## config.mk

```make
export PLATFORM = sky130hd
export DESIGN_NAME = ex_stage_flat
export DESIGN_NICKNAME = d
export VERILOG_FILES = /design/src/rtl/ex_stage_pkg.sv /design/src/rtl/ex_stage_if.sv /design/src/rtl/ex_stage_alu.sv /design/src/rtl/ex_stage.sv /design/src/flat_wrapper.sv
export SDC_FILE = /design/constraint.sdc
export NUM_CORES = 1
export LEC_CHECK = 0
export CORE_AREA = 3 3 259 159
export DETAILED_ROUTE_END_ITERATION = 10
export DIE_AREA = 0 0 262 162
export GPL_TIMING_DRIVEN = 1
export PLACE_DENSITY = 0.73
export SYNTH_ARGS = -nofsm -noshare
export SYNTH_HDL_FRONTEND = slang
export SYNTH_HIERARCHICAL = 1
export SYNTH_SLANG_ARGS = --single-unit
```

## constraint.sdc

```tcl
create_clock -name clk -period 1.8 [get_ports clk]
set_input_delay 0.54 -clock clk [delete_from_list [all_inputs] [get_ports clk]]
set_output_delay 0.54 -clock clk [all_outputs]
set_load 0.02 [all_outputs]
```

## src/rtl/ex_stage_pkg.sv

```systemverilog
// Shared types for the execute stage: ALU operation encodings, branch funct3
// constants, the EX/MEM slot layout and the branch condition helper.
package ex_stage_pkg;

    localparam int XLEN = 32;

    typedef enum logic [3:0] {
        ALU_ADD  = 4'd0,
        ALU_SUB  = 4'd1,
        ALU_SLL  = 4'd2,
        ALU_SLT  = 4'd3,
        ALU_SLTU = 4'd4,
        ALU_XOR  = 4'd5,
        ALU_SRL  = 4'd6,
        ALU_SRA  = 4'd7,
        ALU_OR   = 4'd8,
        ALU_AND  = 4'd9,
        ALU_SGE  = 4'd10,
        ALU_SGEU = 4'd11
    } alu_op_t;

    localparam logic [2:0] F3_BEQ  = 3'b000;
    localparam logic [2:0] F3_BNE  = 3'b001;
    localparam logic [2:0] F3_BLT  = 3'b100;
    localparam logic [2:0] F3_BGE  = 3'b101;
    localparam logic [2:0] F3_BLTU = 3'b110;
    localparam logic [2:0] F3_BGEU = 3'b111;

    typedef struct packed {
        logic [XLEN-1:0] result;
        logic [XLEN-1:0] store_data;
        logic [4:0]      rd;
        logic            reg_write;
    } exmem_t;

    // The decoder picks an ALU op whose outcome encodes the condition:
    // SUB for equality tests, SLT/SGE/SLTU/SGEU for the ordered ones.
    function automatic logic branch_cond(input logic [2:0] funct3,
                                         input logic       zero,
                                         input logic       lsb);
        logic taken;
        taken = 1'b0;
        case (funct3)
            F3_BEQ:  taken = zero;
            F3_BNE:  taken = !zero;
            F3_BLT,
            F3_BGE,
            F3_BLTU,
            F3_BGEU: taken = lsb;
            default: taken = 1'b0;
        endcase
        return taken;
    endfunction

endpackage

```

## src/rtl/ex_stage_if.sv

```systemverilog
// ID/EX input bundle, EX/MEM output slot and redirect path of the execute stage.
interface ex_stage_if;
    import ex_stage_pkg::*;

    // ID/EX side: instruction is transferred on an edge where in_valid && in_ready && !flush.
    // EX/MEM side: the slot is transferred on an edge where out_valid && out_ready;
    // while out_valid && !out_ready every slot output holds steady.
    logic            in_valid;
    logic            in_ready;
    alu_op_t         alu_op;
    logic [2:0]      funct3;
    logic            is_branch;
    logic            is_jal;
    logic            is_jalr;
    logic            src_a_pc;
    logic            src_b_imm;
    logic [XLEN-1:0] rs1_val;
    logic [XLEN-1:0] rs2_val;
    logic [XLEN-1:0] imm;
    logic [XLEN-1:0] pc;
    logic [4:0]      rd;
    logic            reg_write;
    logic            flush;

    logic            out_ready;
    logic            out_valid;
    logic [XLEN-1:0] out_result;
    logic [XLEN-1:0] out_store_data;
    logic [4:0]      out_rd;
    logic            out_reg_write;
    logic            redirect_valid;
    logic [XLEN-1:0] redirect_pc;

    modport master (
        output in_valid, alu_op, funct3, is_branch, is_jal, is_jalr,
               src_a_pc, src_b_imm, rs1_val, rs2_val, imm, pc, rd, reg_write,
               flush, out_ready,
        input  in_ready, out_valid, out_result, out_store_data, out_rd,
               out_reg_write, redirect_valid, redirect_pc
    );

    modport slave (
        input  in_valid, alu_op, funct3, is_branch, is_jal, is_jalr,
               src_a_pc, src_b_imm, rs1_val, rs2_val, imm, pc, rd, reg_write,
               flush, out_ready,
        output in_ready, out_valid, out_result, out_store_data, out_rd,
               out_reg_write, redirect_valid, redirect_pc
    );

endinterface

```

## src/rtl/ex_stage_alu.sv

```systemverilog
// Combinational RV32I ALU with set-if-greater-or-equal extensions for branch compares.
module ex_stage_alu
    import ex_stage_pkg::*;
(
    input  logic [XLEN-1:0] a,
    input  logic [XLEN-1:0] b,
    input  alu_op_t         alu_op,
    output logic [XLEN-1:0] result,
    output logic            zero
);

    logic [4:0] shamt;
    logic       lt_signed;
    logic       lt_unsigned;

    assign shamt       = b[4:0];
    assign lt_signed   = $signed(a) < $signed(b);
    assign lt_unsigned = a < b;

    always_comb begin
        result = a + b;
        case (alu_op)
            ALU_ADD:  result = a + b;
            ALU_SUB:  result = a - b;
            ALU_SLL:  result = a << shamt;
            ALU_SLT:  result = {{(XLEN-1){1'b0}}, lt_signed};
            ALU_SLTU: result = {{(XLEN-1){1'b0}}, lt_unsigned};
            ALU_XOR:  result = a ^ b;
            ALU_SRL:  result = a >> shamt;
            ALU_SRA:  result = $unsigned($signed(a) >>> shamt);
            ALU_OR:   result = a | b;
            ALU_AND:  result = a & b;
            ALU_SGE:  result = {{(XLEN-1){1'b0}}, !lt_signed};
            ALU_SGEU: result = {{(XLEN-1){1'b0}}, !lt_unsigned};
            default:  result = a + b;
        endcase
    end

    assign zero = (result == '0);

endmodule

```

## src/rtl/ex_stage.sv

```systemverilog
// Execute stage: operand select, ALU, branch/jump resolution and the registered
// EX/MEM slot with valid/ready flow control, flush and a one-shot redirect.
module ex_stage
    import ex_stage_pkg::*;
(
    input  logic       clk,
    input  logic       rst_n,
    ex_stage_if.slave  bus
);

    logic [XLEN-1:0] op_a;
    logic [XLEN-1:0] op_b;
    logic [XLEN-1:0] alu_result;
    logic            alu_zero;
    logic [XLEN-1:0] pc_plus_imm;
    logic [XLEN-1:0] jalr_sum;
    logic [XLEN-1:0] link_addr;
    logic            is_jump;
    logic            taken;
    logic [XLEN-1:0] target;
    logic            capture;
    exmem_t          slot_d;

    exmem_t          slot_q;
    logic            valid_q;
    logic            redir_valid_q;
    logic [XLEN-1:0] redir_pc_q;

    assign op_a = bus.src_a_pc  ? bus.pc  : bus.rs1_val;
    assign op_b = bus.src_b_imm ? bus.imm : bus.rs2_val;

    ex_stage_alu u_alu (
        .a      (op_a),
        .b      (op_b),
        .alu_op (bus.alu_op),
        .result (alu_result),
        .zero   (alu_zero)
    );

    assign pc_plus_imm = bus.pc + bus.imm;
    assign jalr_sum    = bus.rs1_val + bus.imm;
    assign link_addr   = bus.pc + XLEN'(4);
    assign is_jump     = bus.is_jal || bus.is_jalr;

    always_comb begin
        taken  = 1'b0;
        target = pc_plus_imm;
        if (is_jump) begin
            taken = 1'b1;
        end else if (bus.is_branch) begin
            taken = branch_cond(bus.funct3, alu_zero, alu_result[0]);
        end
        // JALR clears the low bit of its target; branches and JAL are pc-relative.
        if (bus.is_jalr) begin
            target = {jalr_sum[XLEN-1:1], 1'b0};
        end
    end

    always_comb begin
        slot_d            = '0;
        slot_d.result     = is_jump ? link_addr : alu_result;
        slot_d.store_data = bus.rs2_val;
        slot_d.rd         = bus.rd;
        slot_d.reg_write  = bus.reg_write;
    end

    assign bus.in_ready = !valid_q || bus.out_ready;
    assign capture      = bus.in_valid && bus.in_ready && !bus.flush;

    // Flush beats both capture and hold. The redirect clears every cycle it is
    // not re-armed by a capture, so a stalled slot never repeats the pulse.
    always_ff @(posedge clk or negedge rst_n) begin
        if (!rst_n) begin
            valid_q       <= 1'b0;
            slot_q        <= '0;
            redir_valid_q <= 1'b0;
            redir_pc_q    <= '0;
        end else begin
            redir_valid_q <= 1'b0;
            if (bus.flush) begin
                valid_q <= 1'b0;
            end else if (capture) begin
                valid_q       <= 1'b1;
                slot_q        <= slot_d;
                redir_valid_q <= taken;
                redir_pc_q    <= target;
            end else if (bus.out_ready) begin
                valid_q <= 1'b0;
            end
        end
    end

    assign bus.out_valid      = valid_q;
    assign bus.out_result     = slot_q.result;
    assign bus.out_store_data = slot_q.store_data;
    assign bus.out_rd         = slot_q.rd;
    assign bus.out_reg_write  = slot_q.reg_write && valid_q;
    assign bus.redirect_valid = redir_valid_q;
    assign bus.redirect_pc    = redir_pc_q;

endmodule

```

## src/flat_wrapper.sv

```systemverilog
// flat-port wrapper written by rule: the top's interface ports become plain ports
module ex_stage_flat import ex_stage_pkg::*;
  (clk, rst_n, bus_in_valid, bus_alu_op, bus_funct3, bus_is_branch, bus_is_jal, bus_is_jalr, bus_src_a_pc, bus_src_b_imm, bus_rs1_val, bus_rs2_val, bus_imm, bus_pc, bus_rd, bus_reg_write, bus_flush, bus_out_ready, bus_in_ready, bus_out_valid, bus_out_result, bus_out_store_data, bus_out_rd, bus_out_reg_write, bus_redirect_valid, bus_redirect_pc);
  ex_stage_if bus_i ();
  input  logic clk;
  input  logic rst_n;
  input wire logic [$bits(bus_i.in_valid)-1:0] bus_in_valid;
  input wire logic [$bits(bus_i.alu_op)-1:0] bus_alu_op;
  input wire logic [$bits(bus_i.funct3)-1:0] bus_funct3;
  input wire logic [$bits(bus_i.is_branch)-1:0] bus_is_branch;
  input wire logic [$bits(bus_i.is_jal)-1:0] bus_is_jal;
  input wire logic [$bits(bus_i.is_jalr)-1:0] bus_is_jalr;
  input wire logic [$bits(bus_i.src_a_pc)-1:0] bus_src_a_pc;
  input wire logic [$bits(bus_i.src_b_imm)-1:0] bus_src_b_imm;
  input wire logic [$bits(bus_i.rs1_val)-1:0] bus_rs1_val;
  input wire logic [$bits(bus_i.rs2_val)-1:0] bus_rs2_val;
  input wire logic [$bits(bus_i.imm)-1:0] bus_imm;
  input wire logic [$bits(bus_i.pc)-1:0] bus_pc;
  input wire logic [$bits(bus_i.rd)-1:0] bus_rd;
  input wire logic [$bits(bus_i.reg_write)-1:0] bus_reg_write;
  input wire logic [$bits(bus_i.flush)-1:0] bus_flush;
  input wire logic [$bits(bus_i.out_ready)-1:0] bus_out_ready;
  output wire logic [$bits(bus_i.in_ready)-1:0] bus_in_ready;
  output wire logic [$bits(bus_i.out_valid)-1:0] bus_out_valid;
  output wire logic [$bits(bus_i.out_result)-1:0] bus_out_result;
  output wire logic [$bits(bus_i.out_store_data)-1:0] bus_out_store_data;
  output wire logic [$bits(bus_i.out_rd)-1:0] bus_out_rd;
  output wire logic [$bits(bus_i.out_reg_write)-1:0] bus_out_reg_write;
  output wire logic [$bits(bus_i.redirect_valid)-1:0] bus_redirect_valid;
  output wire logic [$bits(bus_i.redirect_pc)-1:0] bus_redirect_pc;
  assign bus_i.in_valid = bus_in_valid;
  assign bus_i.alu_op = bus_alu_op;
  assign bus_i.funct3 = bus_funct3;
  assign bus_i.is_branch = bus_is_branch;
  assign bus_i.is_jal = bus_is_jal;
  assign bus_i.is_jalr = bus_is_jalr;
  assign bus_i.src_a_pc = bus_src_a_pc;
  assign bus_i.src_b_imm = bus_src_b_imm;
  assign bus_i.rs1_val = bus_rs1_val;
  assign bus_i.rs2_val = bus_rs2_val;
  assign bus_i.imm = bus_imm;
  assign bus_i.pc = bus_pc;
  assign bus_i.rd = bus_rd;
  assign bus_i.reg_write = bus_reg_write;
  assign bus_i.flush = bus_flush;
  assign bus_i.out_ready = bus_out_ready;
  assign bus_in_ready = bus_i.in_ready;
  assign bus_out_valid = bus_i.out_valid;
  assign bus_out_result = bus_i.out_result;
  assign bus_out_store_data = bus_i.out_store_data;
  assign bus_out_rd = bus_i.out_rd;
  assign bus_out_reg_write = bus_i.out_reg_write;
  assign bus_redirect_valid = bus_i.redirect_valid;
  assign bus_redirect_pc = bus_i.redirect_pc;
  ex_stage u_core (.clk(clk), .rst_n(rst_n), .bus(bus_i));
endmodule
```

==> results of run 1 <==
## per-stage QoR
stage	area [µm²]	utilization [%]	hold slack, ns	TNS [ns]	setup WS (ns)
floorplan	20000	-	0.244	-79.10	-3.20
global placement	29400	75.5	0.455	-152.31	-4.08
detailed placement	29400	75.5	0.465	-160.33	-4.11
CTS	33300	85.5	0.100	-86.74	-2.98
## kinds of logic after synthesis
group | synth area share, %
buffers and inverters | 9.11
AOI/OAI and AO/OA | 27.3
xor gates and xnor gates | 4.06
DFF | 13.4
adders and majority gates | 10.9
and+or+nand+nor | 20.5
muxes | 14.7
## per-layer routing
metal | GRT overflow | global-route usage [%]
met1 | 32 | 88.6
met2 | 388 | 98.6
met3 | 53 | 79.6
met4 | 273 | 87.0
met5 | 11 | 65.4
## timing repair
| action | CTS |
|---|---|
| pin swaps | 218 |
| endpoints found under the setup margin | 193 |
| gates cloned | 4 |
| buffers inserted | 129 |
| hold buffers | 0 |
| gates resized for setup | 898 |
## synth_stat cells, types with 11 or more instances
cell,number
nand2_1,380
o21ai_0,210
nor2_1,194
ha_1,162
a21oi_1,160
inv_1,116
clkbuf_1,113
dfrtp_1,104
mux2_2,96
mux2i_1,81
nand3_1,79
buf_4,71
xnor2_1,56
a21o_1,50
mux4_2,37
buf_2,35
o211ai_1,35
a211oi_1,34
a22oi_1,34
xor2_1,34
nor3_1,31
nand4_1,27
nor2b_1,27
o31ai_1,26
a31oi_1,24
nand2b_1,22
buf_1,20
o21a_1,20
o22ai_1,18
and2_1,17
nor4_1,17
o21bai_1,17
or3_1,17
and3_1,14
a211o_1,13
a2111oi_0,12
a221oi_1,11
a311oi_1,11
or2_2,11
==> flow_metrics.tcl, run 1 <==
set metrics [dict create \
    grt-worst-endpoint "u_core/bus.redirect_valid$_DFF_PN0_/D" \
    place.gp.congestion 1.12 \
    ctsLongestPathBuffers 2 \
    ys_warn_count 6 \
    error "[ERROR GRT-0232] Routing congestion too high. Check the congestion heatmap in the GUI." \
    flow.stopped_at "global routing (5_1_grt)" \
    synth_seq_cells 104 \
    outcome "stopped before the end" \
    port_buffers 255 \
    synthTopCellsByArea "dfrtp_1 (13%), ha_1 (10%), nand2_1 (7.4%), mux2_2 (5.6%), o21ai_0 (5.4%)" \
    die_y_um 162 \
    dp_cells 4121 \
    synth_top_area_share_pct 13.4 \
    clock-root-buffer "clkbuf_16" \
    syn_inst 2618 \
    ys_types 99 \
    ys.flop_type "dfrtp_1" \
    grt_max_degree 54 \
    ys_seq_area_share_pct 13.4 \
    io-pin-count 256 \
    dpl.hpwl_mm 91.5 \
    synthesis.area_um2 19400 \
    fp.dieW_um 262 \
    postSynthAreaPerCell_um2 7.41 \
    yosysTopAreaCell "dfrtp_1" \
    track_usage_pct 88.6 \
    numClockSinks 104 \
    worst-ep-kind "register input" \
    synth_edf_count 0 \
    syn_nets 2935 \
    grt_overflow_total 757 \
    htree_levels 3 \
    async_flop_share_pct 100 \
    cts_made_buffers 9 \
    start_util_pct 49.8 \
    row_count 56 \
]
==> run 2: changes to the inputs <==
Settings changed: CORE_AREA 3 3 259 159 to 3 3 240 242, DIE_AREA 0 0 262 162 to 0 0 243 245, PLACE_DENSITY 0.73 to default, PLACE_DENSITY_LB_ADDON from default to 0.15.
==> run 2 against run 1 <==
- the flow now finishes, with violations (setup timing)
- area after synthesis unchanged
- synthesized cell count unchanged
==> flow_metrics.tcl, run 2 <==
set metrics [dict create \
    vias 26235 \
    leakagePower_nw 16.6 \
    path_max_fanout 7 \
    yosysTopAreaCell "dfrtp_1" \
    synth_most_common_cell "nand2_1" \
    layout.nets 4057 \
    clk_pin_slew_ns 0.07 \
    grt_overflow_total 0 \
    synth_seq_cells 104 \
    required_ns 2.11 \
    viasPerCell 5.84 \
    layout-drive-gt1-share_pct 46.7 \
    grt_setup_unrepaired "yes" \
    syn_inst 2618 \
    ctsLongestPathBuffers 2 \
    synthesis.area_um2 19400 \
    fp.dieW_um 243 \
    final_common_cell "buf_4" \
    row_count 86 \
    sw_frac_of_total_pct 45.1 \
    drt_iter0_markers 2613 \
    ys_types 99 \
    finalPower_mw 20.4 \
    dpl.hpwl_mm 93.6 \
    peakVddDrop_uv 502 \
    wl_per_cell_um 26.1 \
    crit_start "bus_src_b_imm" \
    routed_wl_mm 117 \
    syn_nets 2935 \
    grt_max_degree 69 \
    start_util_pct 35.1 \
    outcome "finished with violations" \
    area_growth_pct 77.4 \
    max-cap-violations 0 \
    worstPathArrival_ns 5.31 \
    tightestPinTransition_ns 0.622 \
    path_common_cell "buf_12" \
    layout_setup_ws_ns -3.20 \
    slowest_stage "o41ai_2" \
    crit_path_cell_trace "buf_12 > mux2_4 > buf_12 > buf_12 > buf_12 > buf_16 > mux2_4 > a32oi_2 > o211ai_1 > o21a_2 > a211o_1 > o41ai_2 > nand4b_1 > nor4_2 > buf_4 > nand4b_1 > nor4_4 > nand4b_1 > nor4_2 > xnor2_1 > o31ai_1 > a21oi_1 > nor2_1" \
    pwr-share-seq_pct 14.6 \
    critPathKind "in2reg" \
    powerDensity_nw_per_um2 593 \
    synth_top_area_share_pct 13.4 \
    synthTopCellsByArea "dfrtp_1 (13%), ha_1 (10%), nand2_1 (7.4%), mux2_2 (5.6%), o21ai_0 (5.4%)" \
    async_flop_share_pct 100 \
    clock.fmax_mhz 200 \
    port_buffers 255 \
    place.gp.congestion 1.03 \
    io-pin-count 256 \
    p_int_mw 11.2 \
    synth_common_cells "nand2_1 (380), o21ai_0 (210), nor2_1 (194)" \
    crit_path_end_kind "flop" \
    die_y_um 245 \
    p_clk_share_pct 10.2 \
    track_usage_pct 37.4 \
    start_kind "primary input" \
    fin_crit_ns 5.00 \
    clock_skew_ns 0.00763 \
    finalHoldViolations 0 \
    remaining_drc_errors 0 \
    grt_pass1_vias 25692 \
    die_area_um2 59500 \
    ys.flop_type "dfrtp_1" \
    ant_nets 0 \
    hp-class "in2async" \
    ys_seq_area_share_pct 13.4 \
    slowest_delay_ns 0.41 \
    pre_cts_ws_ns -4.47 \
    antenna_found_initial 0 \
    clk_latency_ns 0.38 \
    numClockSinks 104 \
    dp_cells 4333 \
    comb_power_share_pct 75.1 \
    grt_pass1_wl_mm 168 \
    worstReg2RegStart "u_core/bus.out_valid" \
    setup_viol 67 \
    finalCritPeriodShare_pct 278 \
    cts_tree "done" \
    synth_edf_count 0 \
    final_cell_mix "buf_4 (947), nand2_1 (366), nor2_1 (165)" \
    postSynthAreaPerCell_um2 7.41 \
    clock-root-buffer "clkbuf_16" \
    cts_made_buffers 9 \
    dr.pass1.iters 7 \
    ys_warn_count 6 \
    switchingPower_mw 9.20 \
    violations "setup timing" \
    htree_levels 3 \
    design.core.area_um2 55300 \
    relSlewSlack_pct 58.3 \
    fin_cells 4493 \
    diodes 0 \
    slew_viol_final 0 \
]
## run 2: cells by family after synthesis
kind of cell	after synthesis	synth area share, %
compound gates	797	27.3
buf+inv	368	9.11
fa+ha+maj	166	10.9
flops	104	13.4
simple gates	874	20.5
xor+xnor	90	4.06
mux	219	14.7
## run 2: path summary, 6_finish.rpt
check | to | slack, ns | depth (start not counted)
max | u_core/bus.redirect_valid | -3.20 | 23
min | u_core/bus.redirect_pc[13] | 0.09 | 1
max reg2reg | u_core/bus.redirect_pc[31] | 0.20 | 6
min reg2reg | u_core/bus.out_store_data[13] | 0.47 | 2
max in group asynchronous | u_core/bus.redirect_pc[23] | 1.21 | 2
min in group clk | u_core/bus.out_store_data[0] | 0.39 | 3
## run 2: repair_timing
item / 4_1_cts / 5_1_grt
endpoints found under the setup margin: 169 / 166
hold buffers: 0 / 0
pin swaps: 215 / 133
resized for setup: 800 / 284
setup buffers: 115 / 47
cloned: 6 / 2
## run 2: power by group through the flow
stage | clock (mW) | combinational, mW | sequential (mW)
after global placement | 0 | 12.6 | 3.03
after detailed placement | 0 | 12.7 | 3.05
after floorplan | 0 | 6.11 | 3.19
final | 2.09 | 15.3 | 2.99
after CTS | 2.13 | 14.4 | 3.00
after global routing | 2.22 | 16.0 | 3.04
## run 2: through the flow
stage	hold slack [ns]	cell area (µm²)	utilization (%)	TNS [ns]
finish	0.0854	34400	62.2	-85.37
global route	0.0994	34400	62.2	-90.33
CTS	0.0845	33100	59.9	-88.92
detailed placement	0.462	29500	53.3	-156.66
global placement	0.457	29500	53.3	-155.00
floorplan	0.244	20000	-	-79.10
## run 2: layer usage
layer / track usage (%) / vias to the layer above / wire (µm)
met5: 0 / - / 0
met4: 17.4 / 0 / 6700
met3: 5.43 / 353 / 9040
met2: 60.5 / 1329 / 52100
met1: 49.2 / 12783 / 49200
li1: - / 11770 / -
## run 2: area by class of cell
| cell class | count | area [µm²] |
|---|---|---|
| clock buffers | 12 | 246 |
| clock inverters | 4 | 52.6 |
| fillers | 4916 | 20900 |
| inverters | 120 | 474 |
| multi-input cells | 2147 | 18100 |
| flip-flops and latches | 104 | 2600 |
| well taps | 748 | 936 |
| repair buffers | 1358 | 12000 |
## run 2: worst max-delay path: cells and delay by family
family / cells / cell delay, ns
multiplexers: 2 / 0.66
AND/OR/NAND/NOR: 7 / 1.45
AO/OA/AOI/OAI: 7 / 1.68
XOR/XNOR: 1 / 0.11
buffers and inverters: 6 / 0.84
(Power assumes the default switching activity.)
